### src/rtl/pipe_chain_pkg.sv
// Shared helpers for pipe_chain: occupancy counter width and the bubble payload word.
// The bubble word is loaded only when PIPE_CHAIN_BUBBLE_ZERO_EN is defined.
package pipe_chain_pkg;

    function automatic int occ_w(input int depth);
        return $clog2(depth + 1);
    endfunction

    // MIPS NOP: all control fields (RegWrite, MemWrite, ...) cleared.
    localparam logic [63:0] NOP_WORD = '0;

endpackage

### src/rtl/pipe_chain_slot.sv
// One pipeline stage: valid bit plus payload register with hold / load control.
// With PIPE_CHAIN_BUBBLE_ZERO_EN defined, a stage whose next valid is 0 loads NOP_WORD.
module pipe_chain_slot
    import pipe_chain_pkg::*;
#(
    parameter int WIDTH = 32
) (
    input  logic             clk_i,
    input  logic             rst_i,
    input  logic             hold_i,
    input  logic             load_valid_i,
    input  logic [WIDTH-1:0] load_data_i,
    output logic             valid_o,
    output logic             valid_nxt_o,
    output logic [WIDTH-1:0] data_o
);

    logic             valid_q, valid_d;
    logic [WIDTH-1:0] data_q,  data_d;

    always_comb begin
        valid_d = valid_q;
        data_d  = data_q;
        if (hold_i) begin
            // Only an effectively valid entry can hold, so it stays valid.
            valid_d = 1'b1;
        end else begin
            valid_d = load_valid_i;
            data_d  = load_data_i;
        end
`ifdef PIPE_CHAIN_BUBBLE_ZERO_EN
        if (!valid_d) begin
            data_d = WIDTH'(NOP_WORD);
        end
`endif
    end

    always_ff @(posedge clk_i or posedge rst_i) begin
        if (rst_i) begin
            valid_q <= 1'b0;
            data_q  <= '0;
        end else begin
            valid_q <= valid_d;
            data_q  <= data_d;
        end
    end

    assign valid_o     = valid_q;
    assign valid_nxt_o = valid_d;
    assign data_o      = data_q;

endmodule

### src/rtl/pipe_chain.sv
// DEPTH-stage pipeline register chain with stall back-pressure, flush and bubble collapse.
// Optional macro PIPE_CHAIN_BUBBLE_ZERO_EN: invalid stages load the NOP word instead of stale data.
module pipe_chain
    import pipe_chain_pkg::*;
#(
    parameter int WIDTH = 32,
    parameter int DEPTH = 4
) (
    input  logic                      clk_i,
    input  logic                      rst_i,
    input  logic                      in_valid_i,
    input  logic [WIDTH-1:0]          in_data_i,
    output logic                      in_ready_o,
    input  logic [DEPTH-1:0]          stall_i,
    input  logic [DEPTH-1:0]          flush_i,
    output logic [DEPTH-1:0]          stage_valid_o,
    output logic [DEPTH*WIDTH-1:0]    stage_data_o,
    output logic                      out_valid_o,
    output logic [WIDTH-1:0]          out_data_o,
    input  logic                      out_ready_i,
    output logic [occ_w(DEPTH)-1:0]   occupancy_o
);

    localparam int OCC_W = occ_w(DEPTH);

    logic [DEPTH-1:0] ev;
    logic [DEPTH-1:0] blk;
    logic [DEPTH-1:0] load_valid;
    logic [DEPTH-1:0] valid_nxt;
    logic [OCC_W-1:0] occ_q, occ_d;

    // Block chain ripples from the output back to stage 0; flushed or empty stages never block.
    always_comb begin
        ev         = stage_valid_o & ~flush_i;
        blk        = '0;
        load_valid = '0;
        blk[DEPTH-1] = ev[DEPTH-1] & (stall_i[DEPTH-1] | ~out_ready_i);
        for (int k = DEPTH - 2; k >= 0; k--) begin
            blk[k] = ev[k] & (stall_i[k] | blk[k+1]);
        end
        load_valid[0] = in_valid_i;
        for (int k = 1; k < DEPTH; k++) begin
            load_valid[k] = ev[k-1] & ~blk[k-1];
        end
    end

    for (genvar k = 0; k < DEPTH; k++) begin : g_slot
        logic [WIDTH-1:0] src_data;
        if (k == 0) begin : g_head
            assign src_data = in_data_i;
        end else begin : g_body
            assign src_data = stage_data_o[(k-1)*WIDTH +: WIDTH];
        end

        pipe_chain_slot #(
            .WIDTH(WIDTH)
        ) u_slot (
            .clk_i        (clk_i),
            .rst_i        (rst_i),
            .hold_i       (blk[k]),
            .load_valid_i (load_valid[k]),
            .load_data_i  (src_data),
            .valid_o      (stage_valid_o[k]),
            .valid_nxt_o  (valid_nxt[k]),
            .data_o       (stage_data_o[k*WIDTH +: WIDTH])
        );
    end

    always_comb begin
        occ_d = '0;
        for (int k = 0; k < DEPTH; k++) begin
            occ_d = occ_d + OCC_W'(valid_nxt[k]);
        end
    end

    always_ff @(posedge clk_i or posedge rst_i) begin
        if (rst_i) begin
            occ_q <= '0;
        end else begin
            occ_q <= occ_d;
        end
    end

    assign in_ready_o  = ~blk[0];
    assign out_valid_o = stage_valid_o[DEPTH-1];
    assign out_data_o  = stage_data_o[(DEPTH-1)*WIDTH +: WIDTH];
    assign occupancy_o = occ_q;

endmodule

### config.mk
export PLATFORM = sky130hd
export DESIGN_NAME = pipe_chain
export DESIGN_NICKNAME = d
export VERILOG_FILES = /design/src/rtl/pipe_chain_pkg.sv /design/src/rtl/pipe_chain_slot.sv /design/src/rtl/pipe_chain.sv
export SDC_FILE = /design/constraint.sdc
export NUM_CORES = 1
export LEC_CHECK = 0
export ABC_AREA = 0
export ABC_CLOCK_PERIOD_IN_PS = 6800
export BUFFER_PORTS_ARGS = -buffer_cell sky130_fd_sc_hd__buf_2
export CORE_ASPECT_RATIO = 0.6
export CORE_MARGIN = 2
export CORE_UTILIZATION = 25
export CTS_CLUSTER_SIZE = 40
export DETAILED_ROUTE_END_ITERATION = 7
export GPL_ROUTABILITY_DRIVEN = 0
export HOLD_SLACK_MARGIN = 0.02
export PLACE_DENSITY = 0.55
export RECOVER_POWER = 50
export SYNTH_ARGS = -nofsm -noshare
export SYNTH_HDL_FRONTEND = slang
export SYNTH_SLANG_ARGS = --single-unit
### constraint.sdc
create_clock -name clk_i -period 6.8 [get_ports clk_i]
set_clock_uncertainty 0.05 [all_clocks]
set_input_delay 2.04 -clock clk_i [delete_from_list [all_inputs] [get_ports clk_i]]
set_output_delay 2.04 -clock clk_i [all_outputs]
set_load 0.02 [all_outputs]
# ---- Word level (Yosys, flattened, before mapping)
# Index checks and enable logic that the tools add are counted.
dict set report word_totals {
  regBits 135
  output_inout_bits 169
  word_cells 33
}
dict set report classes {
  add_sub_neg 3
  muxes 4
  n_bitwise 17
}
# cell n
set ops {}
lappend ops {{AND 1 bit} 7}
lappend ops {{AND 4 bit} 1}
lappend ops {{two-way mux 1 bit} 4}
lappend ops {{inverter 1 bit} 4}
lappend ops {{inverter 4 bit} 1}
lappend ops {{OR 1 bit} 4}
lappend ops {{adder 2 x 1 -> 3 bit} 1}
lappend ops {{adder 3 x 1 -> 3 bit} 1}
lappend ops {{adder 1 x 1 -> 2 bit} 1}

# ---- Depth between registers and ports, before layout
# Gate-level depths: netlist (run 1).
dict set report logic_depth {
  depth_word 15
  depth_mapped 10
}

# ---- Modules after synthesis
# A second synthesis (run 1) with hierarchy kept.
dict set report hier_totals {
  cells_unflattened 349
  area_unflattened_um2 6070.8
}
# mod instances cells_per_inst area_each_um2 seq_area_each_um2
set modules_own_cells {}
lappend modules_own_cells {pipe_chain_slot 4 71 1376.3 825.8}
lappend modules_own_cells {pipe_chain 1 65 565.5 75.1}

# ---- Least setup slack after synthesis (run 1)
# OpenSTA, ideal clock, no wires.
dict set report synth_path {
  path_kind {input port to output port}
  startpoint {in flush_i[1]}
  endpoint {out in_ready_o}
  t_arrival_ns 3.015
  slack_ns 1.695
  cell_stages 5
  n_path_buf 1
  path_cell_list {and2b_2 > nand2_2 > o31ai_4 > buf_6 > inv_1}
}
dict set report synth_between {
  elab_chain_len 6
}
# element line
set synth_lines {}
lappend synth_lines {{from (decl)} pipe_chain.sv:15} ;# input logic [DEPTH-1:0] flush_i,
lappend synth_lines {{inverter 4 bit} pipe_chain.sv:34} ;# ev = stage_valid_o & ~flush_i;
lappend synth_lines {{AND 4 bit} pipe_chain.sv:34}
lappend synth_lines {{AND 1 bit} pipe_chain.sv:39} ;# blk[k] = ev[k] & (stall_i[k] | blk[k+1]);
lappend synth_lines {{OR 1 bit} pipe_chain.sv:39}
lappend synth_lines {{AND 1 bit} pipe_chain.sv:39}
lappend synth_lines {{inverter 1 bit} pipe_chain.sv:84} ;# assign in_ready_o = ~blk[0];
lappend synth_lines {{to (decl)} pipe_chain.sv:13} ;# output logic in_ready_o,
# No other way between the ends.

# ---- Worst setup path after layout (run 1)
dict set report layout_path {
  startpoint {in stall_i[3]}
  endpoint {out in_ready_o}
}
dict set report layout_between {
  elab_chain_len 9
}
# element line
set layout_lines {}
lappend layout_lines {{from (decl)} pipe_chain.sv:14} ;# input logic [DEPTH-1:0] stall_i,
lappend layout_lines {{OR 1 bit} pipe_chain.sv:37} ;# blk[DEPTH-1] = ev[DEPTH-1] & (stall_i[DEPTH-1] | ~out_ready_i);
lappend layout_lines {{AND 1 bit} pipe_chain.sv:37}
lappend layout_lines {{OR 1 bit} pipe_chain.sv:39}
lappend layout_lines {{AND 1 bit} pipe_chain.sv:39}
lappend layout_lines {{OR 1 bit} pipe_chain.sv:39}
lappend layout_lines {{AND 1 bit} pipe_chain.sv:39}
lappend layout_lines {{OR 1 bit} pipe_chain.sv:39}
lappend layout_lines {{AND 1 bit} pipe_chain.sv:39}
lappend layout_lines {{inverter 1 bit} pipe_chain.sv:84}
# No other way between the ends.

==> metrics, run 1 <==
VDD IR max=0.000161 V; total grt overflow=0; row count=41; Avg WL per Cell=15.8 um; Max-slew headroom=-114%; Power Dens Cells=314 mW/mm^2; crit share post-route=74.9%; Routed WL=12900 um; most frequent cell after synthesis=dfrtp_1; Post-synth EDFFs=0; Worst Path Required=4.71 ns; clock network power share=between 40% and 50%; Initial Utilization=25.6%; critical path class=input port to output pin; sequential share of the synthesized area=62.2%; unique cell type count in the Yosys netlist=24; area post-placement=between 0.006 and 0.007 mm^2; final instance area=0.00692 mm^2; Top-Level Pins=213; total global routing track utilization=11.8%; Internal Power=0.00153 W; top_reg_cell synth=dfrtp_1; clock latency on the worst-skew pair=~0.42 ns; vias=3383; setup ws final=approximately 1.7 ns; YS warnings=0; cell taking the most area after synthesis=dfrtp_1; initial antenna violation count=0; # clock sinks=135; Commonest cells post-synth=135 x dfrtp_1, 126 x mux2_2, 36 x buf_4; area grow syn2layout=27.3%; clk root buf=clkbuf_16; largest net degree at the start of global routing=87; clock input transition at the sequential cells of the worst setup and hold paths=0.06 ns; vias per cell=4.13; Inserted Clock Buffers=17; RSZ-0062 raised after global routing=false; CP arrival=3.00 ns; Antenna Nets Post-Route=0; sequential power share=43.3%; Post-DP HPWL=8870 um; top cells by area, synth=dfrtp_1 62%, mux2_2 26%, buf_4 5.0%; Critical Path Start Type=input port; failing checks=design-rule violations, max-capacitance violations, max-slew violations; Die Height=between 100 and 150 um; Tightest Pin Transition=between 3 and 4 ns; Residual DRC=17; Yosys top cell area share=62.2%; final setup TNS=0 ns; Final #Nets=574; CP endpoint kind=output pin; post-synthesis cell count=343; flops & latches, synth=~140; first-pass GRT wire length=20300 um; vias in the first global route=3535; outcome=complete, but fails checks; Async SR Flop Fraction=100%; Syn Nets=390; Starting DRT DRC Count=98; post-CTS sizing=0; Fin. Hold Viols=0; Port Buf Inserts=212; fmax=196 MHz; Final Max Tran Viols=87; Switching Power=0.000636 W; CTS Buffer Depth=2; Mean Syn Cell Area=about 16 um^2; die area=0.0230 mm^2; Setup WS pre-CTS=around 1.7 ns; filler cell count=2229; combinational power share=15.2%; Post-Synthesis Cell Area=0.00543 mm^2; fin crit period=5.09 ns; Net Sw Frac=between 20% and 30%; P_leak=2.94 nW; crit-path max FO=3; Die Width=194 um; worst hold path type=flip-flop to flip-flop; # diodes=0; First-pass DRT Iterations=8; CTS tree=built; layout cells sized above 1=between 40% and 50%; final setup fails=0; Reg2Reg Setup Slack=4.03 ns; max_cap viols=1; # hold bufs at CTS=0; H-tree depth=4; Core Box Area=0.0212 mm^2; postcts setup bufs=0
-- metal layers --
| metal | track usage [%] | vias to the layer above | routed length (um) |
|---|---|---|---|
| li1 | - | 1517 | - |
| met5 | 0 | - | 0 |
| met2 | 18.1 | 134 | 5930 |
| met1 | 14.6 | 1722 | 5820 |
| met4 | 4.62 | 0 | 159 |
| met3 | 5.08 | 10 | 1030 |
-- per-stage QoR --
stage | total power [W] | hold slack (ns) | util (%) | cells
2_1_floorplan | 0.00119 | 0.581 | - | 343
3_3_place_gp | 0.00130 | 0.451 | 30.7 | 787
3_5_place_dp | 0.00131 | 0.460 | 30.7 | 787
4_1_cts | 0.00223 | 0.474 | 33.5 | 819
5_1_grt | 0.00227 | 0.500 | 32.7 | 819
6_report | 0.00217 | 0.472 | 32.7 | 819
-- sequential cells by signal, summed over array words and instances (netlist names) --
name,flops
occupancy_o,3
g_slot.u_slot.data_o,128
g_slot.u_slot.valid_o,4
-- cell usage in the layout (no fill, tap or decap), types with 2 or more instances in the layout --
cell,n
and2b_2,2
buf_2,78
buf_4,3
bufinv_16,2
clkbuf_1,134
clkbuf_16,17
clkinv_2,4
clkinv_4,5
clkinvlp_4,3
dfrtp_1,135
ha_1,2
inv_1,7
mux2_1,2
mux2_2,126
nor2_1,3
or2_2,3
-- critical path, cell delays in order --
cell	delay, ns
buf_2	0.09
nand2b_2	0.19
a31oi_4	0.32
o31ai_4	0.12
inv_1	0.07
buf_2	0.16
-- kinds of logic (layout without fill, tap and decap cells) --
| family | Yosys count | count (layout) | synth area share, % |
|---|---|---|---|
| DFF | 135 | 135 | 62.2 |
| muxes | 128 | 128 | 26.5 |
| buffers and inverters | 57 | 254 | 7.41 |
| and+or+nand+nor | 15 | 15 | 1.80 |
| AOI/OAI and AO/OA | 5 | 5 | 1.27 |
| adders and majority gates | 3 | 3 | 0.829 |
-- final cells by class --
type,instances,area [um^2],area share (%)
Clock inverter,15,155,2.24
Multi-Input combinational cell,151,1670,24.1
Inverter,7,26.3,0.380
Sequential cell,135,3380,48.8
Clock buffer,17,425,6.15
Timing Repair Buffer,215,916,13.2
Tap cell,279,349,5.05
-- path summary, 6_finish.rpt --
check,from,endpoint,depth (start not counted)
max,stall_i[3],in_ready_o,6
min,g_slot[0].u_slot.data_o[1]$_DFFE_PP0N_,g_slot[0].u_slot.data_o[1]$_DFFE_PP0N_,1
max reg2reg,g_slot[3].u_slot.valid_o$_DFF_PP0_,occupancy_o[1]$_DFF_PP0_,7
min reg2reg,g_slot[0].u_slot.data_o[1]$_DFFE_PP0N_,g_slot[0].u_slot.data_o[1]$_DFFE_PP0N_,1
max in group asynchronous,rst_i,g_slot[2].u_slot.data_o[24]$_DFFE_PP0N_,3
min in group asynchronous,rst_i,g_slot[3].u_slot.data_o[19]$_DFFE_PP0N_,2
-- power by group through the flow --
stage                     clock network [W]  logic (W)  registers [W]
final                              0.000900   0.000331       0.000940
after global routing               0.000967   0.000353       0.000953
after CTS                          0.000928   0.000359       0.000938
after detailed placement                  0   0.000358       0.000953
after global placement                    0   0.000355       0.000947
after floorplan                           0   0.000156        0.00103
No activity file was read; power rests on OpenSTA's default activity.
==> run 2: changes to the inputs <==
--- a/config.mk
+++ b/config.mk
@@ -6,7 +6,7 @@
 export NUM_CORES = 1
 export LEC_CHECK = 0
 export ABC_AREA = 0
-export ABC_CLOCK_PERIOD_IN_PS = 6800
+export ABC_CLOCK_PERIOD_IN_PS = 4800
 export BUFFER_PORTS_ARGS = -buffer_cell sky130_fd_sc_hd__buf_2
 export CORE_ASPECT_RATIO = 0.6
 export CORE_MARGIN = 2
==> constraint.sdc (replaced) <==
create_clock -name clk_i -period 4.8 [get_ports clk_i]
set_clock_uncertainty 0.05 [all_clocks]
set_input_delay 1.44 -clock clk_i [delete_from_list [all_inputs] [get_ports clk_i]]
set_output_delay 1.44 -clock clk_i [all_outputs]
set_load 0.02 [all_outputs]
==> run 2 against run 1 <==
  * The flow still finishes with violations (design-rule violations, max-capacitance violations, max-slew violations)
  * Combinational power is 47% higher
  * Cell count is 0.37% higher
  * Wire length is 0.99% higher
  * Total power is 47% higher
  * Highest routed layer unchanged
==> metrics, run 2 (synthesis gave the netlist of run 1 again) <==
outcome=complete, but fails checks; failing checks=design-rule violations, max-capacitance violations, max-slew violations; crit-path max FO=3 (unchanged); slowest stage cell on the critical path=a31oi_1; fin cells=822 (+0.37%); vias=3379 (-0.12%); CTS Buffer Depth=2 (unchanged); combinational power share=15.2% (about the same); Die Height=118 um (unchanged); filler cell count=2132 (-4.4%); critical path class=input port to output pin; total stage count of the critical path=6 (unchanged); Residual DRC=16 (-1); total global routing track utilization=11.8% (about the same); Switching Power=0.000894 W (+41%); commonest non-fill, non-tap cells in the layout=171 x buf_2, 135 x dfrtp_1, 126 x mux2_2; max reg flops=128 (unchanged); total grt overflow=0 (unchanged); Die Width=194 um (unchanged); Final Max Tran Viols=141 (+62%); RSZ-0062 raised after global routing=false; CP arrival=2.57 ns (-0.43 ns); CP bufs+invs=3 (unchanged); cells along the critical path=buf_2, nand2b_2, a31oi_1, o31ai_4, inv_1, buf_2; setup ws final=0.742 ns (-0.968 ns); fmax=246 MHz; first-pass GRT wire length=20400 um (+0.68%); clock input transition at the sequential cells of the worst setup and hold paths=0.06 ns (about the same); Inserted Clock Buffers=17 (unchanged); Avg WL per Cell=15.9 um (+0.62%); area post-placement=0.00655 mm^2 (+0.52%); Core Box Area=0.0212 mm^2 (unchanged); First-pass DRT Iterations=8 (unchanged); Setup WS pre-CTS=0.811 ns (-0.897 ns); Power Dens Cells=452 mW/mm^2 (+44%); worst hold path type=flip-flop to flip-flop; row count=41 (unchanged); Net Sw Frac=28.0% (-1.3 points); clock latency on the worst-skew pair=0.42 ns (about the same); # clock sinks=135 (unchanged); Antenna Nets Post-Route=0 (unchanged); worst-case hold slack=0.472 ns (+0.000176 ns); CP endpoint kind=output pin; largest net degree at the start of global routing=70 (-20%); layout cells sized above 1=63.4% (+17 points); Reg2Reg Setup Slack=1.93 ns (-2.10 ns); max_cap viols=3 (+2); Initial Utilization=25.6% (unchanged); vias in the first global route=3592 (+1.6%); most common cell after layout, fill and taps aside=buf_2; Routed WL=13100 um (+0.99%); post-CTS sizing=0 (unchanged); postcts setup bufs=0 (unchanged); Tightest Pin Transition=2.31 ns (-0.896 ns); die area=0.0230 mm^2 (unchanged); Top delay family on crit path=compound AO/OA/AOI/OAI gates; Critical Path Start Type=input port; initial antenna violation count=0 (unchanged); VDD IR max=0.000227 V (+40%); P_leak=3.22 nW (+9.2%); Port Buf Inserts=212 (unchanged); DP Cell Count=790 (+0.38%); r2r worst-path depth=3 (-4); sequential power share=41.6% (-1.7 points); Critical Path Max Stage Delay=0.48 ns (+0.16 ns); CTS tree=built; H-tree depth=4 (unchanged); Post-DP HPWL=9190 um (+3.6%); # hold bufs at CTS=0 (unchanged); Starting DRT DRC Count=138 (+41%); Worst Path Required=3.31 ns (-1.40 ns); # diodes=0 (unchanged); Final #Nets=577 (+0.52%); Internal Power=0.00230 W (+50%); fin crit period=slightly above 4 ns; final setup TNS=0 ns (unchanged); crit share post-route=84.5%; Top-Level Pins=213 (unchanged); clock network power share=43.2% (+1.7 points); Fin. Hold Viols=0 (unchanged); Hold Crit Depth=1 (unchanged); vias per cell=4.11 (-0.48%); final setup fails=0 (unchanged); final instance area=0.00707 mm^2 (+2.2%); Worst path most repeated cell=buf_2; Max-slew headroom=-53.8% (+60 points); area grow syn2layout=30.2%; clk root buf=clkbuf_16
[run 2: worst paths after layout]
path / from / to
max: stall_i[3] / in_ready_o
min: g_slot[1].u_slot.data_o[23]$_DFFE_PP0N_ / g_slot[1].u_slot.data_o[23]$_DFFE_PP0N_
max reg2reg: g_slot[3].u_slot.valid_o$_DFF_PP0_ / g_slot[3].u_slot.data_o[27]$_DFFE_PP0N_
min reg2reg: g_slot[1].u_slot.data_o[23]$_DFFE_PP0N_ / g_slot[1].u_slot.data_o[23]$_DFFE_PP0N_
max in group asynchronous: rst_i / g_slot[0].u_slot.data_o[13]$_DFFE_PP0N_
min in group asynchronous: rst_i / g_slot[3].u_slot.data_o[27]$_DFFE_PP0N_
[run 2: per-stage QoR]
step	power, W	utilization, %
5_1_grt	0.00335	33.4
3_3_place_gp	0.00185	30.9
3_5_place_dp	0.00186	30.9
4_1_cts	0.00326	33.9
6_report	0.00320	33.4
2_1_floorplan	0.00169	-
[run 2: layer usage]
| layer | vias up | GRT usage (%) | share of wire (%) | wire (um) |
|---|---|---|---|---|
| li1 | 1532 | - | - | - |
| met1 | 1704 | 15.6 | 47 | 6160 |
| met2 | 131 | 17.0 | 44 | 5700 |
| met3 | 12 | 5.37 | 7.9 | 1040 |
| met4 | 0 | 3.94 | 1.3 | 168 |
| met5 | - | 0 | 0 | 0 |
[run 2: layout make-up]
type | instances | area (um^2) | share of cell area [%]
clock buffer | 18 | 429 | 6.07
clock inverter | 14 | 199 | 2.81
inverter | 7 | 27.5 | 0.389
multi-input combinational | 151 | 1650 | 23.3
sequential | 135 | 3380 | 47.8
tap | 279 | 349 | 4.93
timing repair buffer | 218 | 1040 | 14.8
[run 2: power by group through the flow]
| stage | Sequential [W] | Combinational (W) | Clock [W] |
|---|---|---|---|
| 2_1_floorplan | 0.00147 | 0.000221 | 0 |
| 3_5_place_dp | 0.00135 | 0.000507 | 0 |
| 5_1_grt | 0.00135 | 0.000519 | 0.00148 |
| 6_report | 0.00133 | 0.000487 | 0.00138 |
| 4_1_cts | 0.00133 | 0.000509 | 0.00142 |
| 3_3_place_gp | 0.00134 | 0.000505 | 0 |
==> run 3: changes to the inputs <==
--- a/config.mk
+++ b/config.mk
@@ -5,8 +5,8 @@
 export SDC_FILE = /design/constraint.sdc
 export NUM_CORES = 1
 export LEC_CHECK = 0
-export ABC_AREA = 0
-export ABC_CLOCK_PERIOD_IN_PS = 4800
+export ABC_AREA = 1
+export ABC_CLOCK_PERIOD_IN_PS = 3650
 export BUFFER_PORTS_ARGS = -buffer_cell sky130_fd_sc_hd__buf_2
 export CORE_ASPECT_RATIO = 0.6
 export CORE_MARGIN = 2
@@ -15,7 +15,7 @@
 export DETAILED_ROUTE_END_ITERATION = 7
 export GPL_ROUTABILITY_DRIVEN = 0
 export HOLD_SLACK_MARGIN = 0.02
-export PLACE_DENSITY = 0.55
+export PLACE_DENSITY = 0.56
 export RECOVER_POWER = 50
 export SYNTH_ARGS = -nofsm -noshare
 export SYNTH_HDL_FRONTEND = slang
==> constraint.sdc (replaced) <==
create_clock -name clk_i -period 3.65 [get_ports clk_i]
set_clock_uncertainty 0.05 [all_clocks]
set_input_delay 1.095 -clock clk_i [delete_from_list [all_inputs] [get_ports clk_i]]
set_output_delay 1.095 -clock clk_i [all_outputs]
set_load 0.02 [all_outputs]
==> run 3 against run 2 <==
  * The run ends with max-capacitance violations, max-slew violations left
  * Combinational power rose by 46%
  * Utilization is 0.37 points lower
  * Critical path depth is 5 higher
  * Flip-flop and latch count did not move
  * Critical path type unchanged
  * Largest power group is now registers
  * Highest routed layer unchanged
==> metrics, run 3 <==
outcome=complete, but fails checks; failing checks=max-capacitance violations, max-slew violations; Worst Path Required=2.50 ns (-0.81 ns); area grow syn2layout=28.3%; sequential share of the synthesized area=61.9% (-0.23 points); Avg WL per Cell=15.1 um (-5.0%); CTS Buffer Depth=2 (unchanged); unique cell type count in the Yosys netlist=20 (-17%); CP endpoint kind=output pin; Top delay family on crit path=simple AND/OR/NAND/NOR gates; CTS tree=built; Top-Level Pins=213 (unchanged); Antenna Nets Post-Route=0 (unchanged); vias per cell=4.18 (+1.7%); fmax=312 MHz; postcts setup bufs=0 (unchanged); max_cap viols=1 (-2); Power Dens Cells=599 mW/mm^2 (+33%); total grt overflow=0 (unchanged); clk root buf=clkbuf_16; flops & latches, synth=135 (unchanged); final setup TNS=0 ns (unchanged); Routed WL=15200 um (+16%); commonest non-fill, non-tap cells in the layout=152 x buf_2, 135 x dfrtp_1, 134 x nand2_1; Top Layer Used=met4; Commonest cells post-synth=135 x dfrtp_1, 131 x nand2_1, 44 x inv_1; Critical Path Max Stage Delay=0.16 ns (-0.32 ns); Critical Path Start Type=input port; DR WL met3=1180 um (+14%); filler cell count=2228 (+4.5%); Max-slew headroom=-22.2% (+32 points); initial antenna violation count=0 (unchanged); First-pass DRT Iterations=4 (-4); area post-placement=0.00652 mm^2 (-0.38%); clock input transition at the sequential cells of the worst setup and hold paths=0.06 ns (about the same); met1 WL=7540 um (+22%); Post-DP HPWL=10200 um (+11%); VDD IR max=0.000296 V (+31%); met2 WL=6350 um (+11%); top_reg_cell synth=dfrtp_1; CP arrival=2.06 ns (-0.51 ns); Yosys top cell area share=61.9% (-0.23 points); fin crit period=3.21 ns; # hold bufs at CTS=0 (unchanged); DP Cell Count=976 (+24%); H-tree depth=4 (unchanged); layout cells sized above 1=30.5% (-33 points); clock latency on the worst-skew pair=0.42 ns (about the same); # diodes=0 (unchanged); Setup WS pre-CTS=0.473 ns (-0.338 ns); Tot Pwr=0.00419 W (+31%); final instance area=0.00700 mm^2 (-1.1%); die area=0.0231 mm^2 (+0.36%); most frequent cell after synthesis=dfrtp_1; Port Buf Inserts=212 (unchanged); Residual DRC=0 (-16); Final #Nets=763 (+32%); most common cell after layout, fill and taps aside=buf_2; crit share post-route=between 80% and 90%; Syn Nets=586 (+50%); cell taking the most area after synthesis=dfrtp_1; post-CTS sizing=0 (unchanged); vias=4212 (+25%); Initial Utilization=25.7% (+0.094 points); vias in the first global route=4029 (+12%); post-synthesis cell count=539 (+57%); crit-path max FO=4 (+1); final setup fails=0 (unchanged); Starting DRT DRC Count=184 (+33%); Async SR Flop Fraction=100% (unchanged); Fin. Hold Viols=0 (unchanged); CP bufs+invs=3 (unchanged); fin cells=1008 (+23%); first-pass GRT wire length=23600 um (+16%); total global routing track utilization=13.6% (+1.9 points); cells along the critical path=buf_2, clkinv_1, nand2_1, nand2_1, nand2_1, nand2_1, nand2_1, nand2_1, nand2_1, nand2_4, buf_2; slowest stage cell on the critical path=buf_2; largest net degree at the start of global routing=136 (+94%); Core Box Area=0.0212 mm^2 (unchanged); Inserted Clock Buffers=17 (unchanged); critical path class=input port to output pin; Mean Syn Cell Area=10.1 um^2 (-36%); setup ws final=0.443 ns (-0.300 ns); row count=41 (unchanged); Post-synth EDFFs=0 (unchanged); P_leak=3.65 nW (+14%); YS warnings=0 (unchanged); top cells by area, synth=dfrtp_1 62%, nand2_1 9.0%, buf_4 5.0%; RSZ-0062 raised after global routing=false; worst hold path type=flip-flop to flip-flop; Worst path most repeated cell=nand2_1; Tightest Pin Transition=1.83 ns (-0.474 ns); Final Max Tran Viols=136 (-3.5%); Die Width=195 um (+0.18%); Die Height=118 um (+0.18%); max reg flops=128 (unchanged); # clock sinks=135 (unchanged); Post-Synthesis Cell Area=0.00545 mm^2 (+0.37%)
run 3: cell count changes after synthesis, moves of 3 or more:
cell,change
a21oi_1,+32
buf_2,+7
clkbuf_1,+5
inv_1,+37
inv_2,+3
mux2_2,-102
nand2_1,+131
nand3_1,+32
nor2_1,+32
o21ai_0,+18
o21ai_1,+14
or2_2,-3
run 3: final cells by class:
| cell class | count | area (um^2) | share of cell area, % |
|---|---|---|---|
| clock inverter | 12 | 126 | 1.81 |
| tap | 279 | 349 | 4.99 |
| sequential | 135 | 3380 | 48.3 |
| inverter | 48 | 184 | 2.63 |
| multi-input combinational | 294 | 1460 | 20.9 |
| timing repair buffer | 220 | 1040 | 14.9 |
| clock buffer | 20 | 457 | 6.53 |
run 3: worst min-delay path, delay by kind of cell (launching register included):
kind	cells	cell delay (ns)
DFF	1	0.36
and+or+nand+nor	2	0.11
run 3: worst paths after layout:
kind / from / endpoint / slack [ns] / depth (start not counted)
worst max-delay path: stall_i[3] / in_ready_o / 0.44 / 11
worst min-delay path: g_slot[1].u_slot.data_o[6]$_DFFE_PP0N_ / g_slot[1].u_slot.data_o[6]$_DFFE_PP0N_ / 0.45 / 2
worst max register to register: g_slot[3].u_slot.valid_o$_DFF_PP0_ / occupancy_o[1]$_DFF_PP0_ / 0.93 / 9
worst min register to register: g_slot[1].u_slot.data_o[6]$_DFFE_PP0N_ / g_slot[1].u_slot.data_o[6]$_DFFE_PP0N_ / 0.45 / 2
max in group asynchronous: rst_i / g_slot[3].u_slot.data_o[10]$_DFFE_PP0N_ / 1.10 / 3
min in group asynchronous: rst_i / g_slot[2].u_slot.data_o[30]$_DFFE_PP0N_ / 1.32 / 3
run 3: routing by layer:
layer,vias up,GRT usage (%)
met5,-,0
met4,0,4.04
met3,14,4.71
met2,169,19.1
met1,2015,19.6
li1,2014,-
run 3: per-stage QoR:
stage	util, %	hold WS (ns)
final	33.0	0.448
after floorplan	-	0.531
after global placement	30.8	0.431
after CTS	33.5	0.455
after global routing	33.0	0.488
after detailed placement	30.8	0.438
run 3: logic make-up (layout without fill, tap and decap cells):
family                   count (synthesis)  count (layout)  synth area share (%)
multiplexers                            24              24                  4.96
AND/OR/NAND/NOR                        203             203                  15.2
adder cells (fa/ha/maj)                  3               3                 0.826
flip-flops                             135             135                  61.9
buffers and inverters                  110             300                  11.2
AO/OA/AOI/OAI                           64              64                  5.87
run 3: where the power goes:
part | internal [W] | switching (W)
clock network | 0.00104 | 0.000668
logic | 0.000215 | 0.000497
registers | 0.00166 | 0.000119
total | 0.00291 | 0.00128
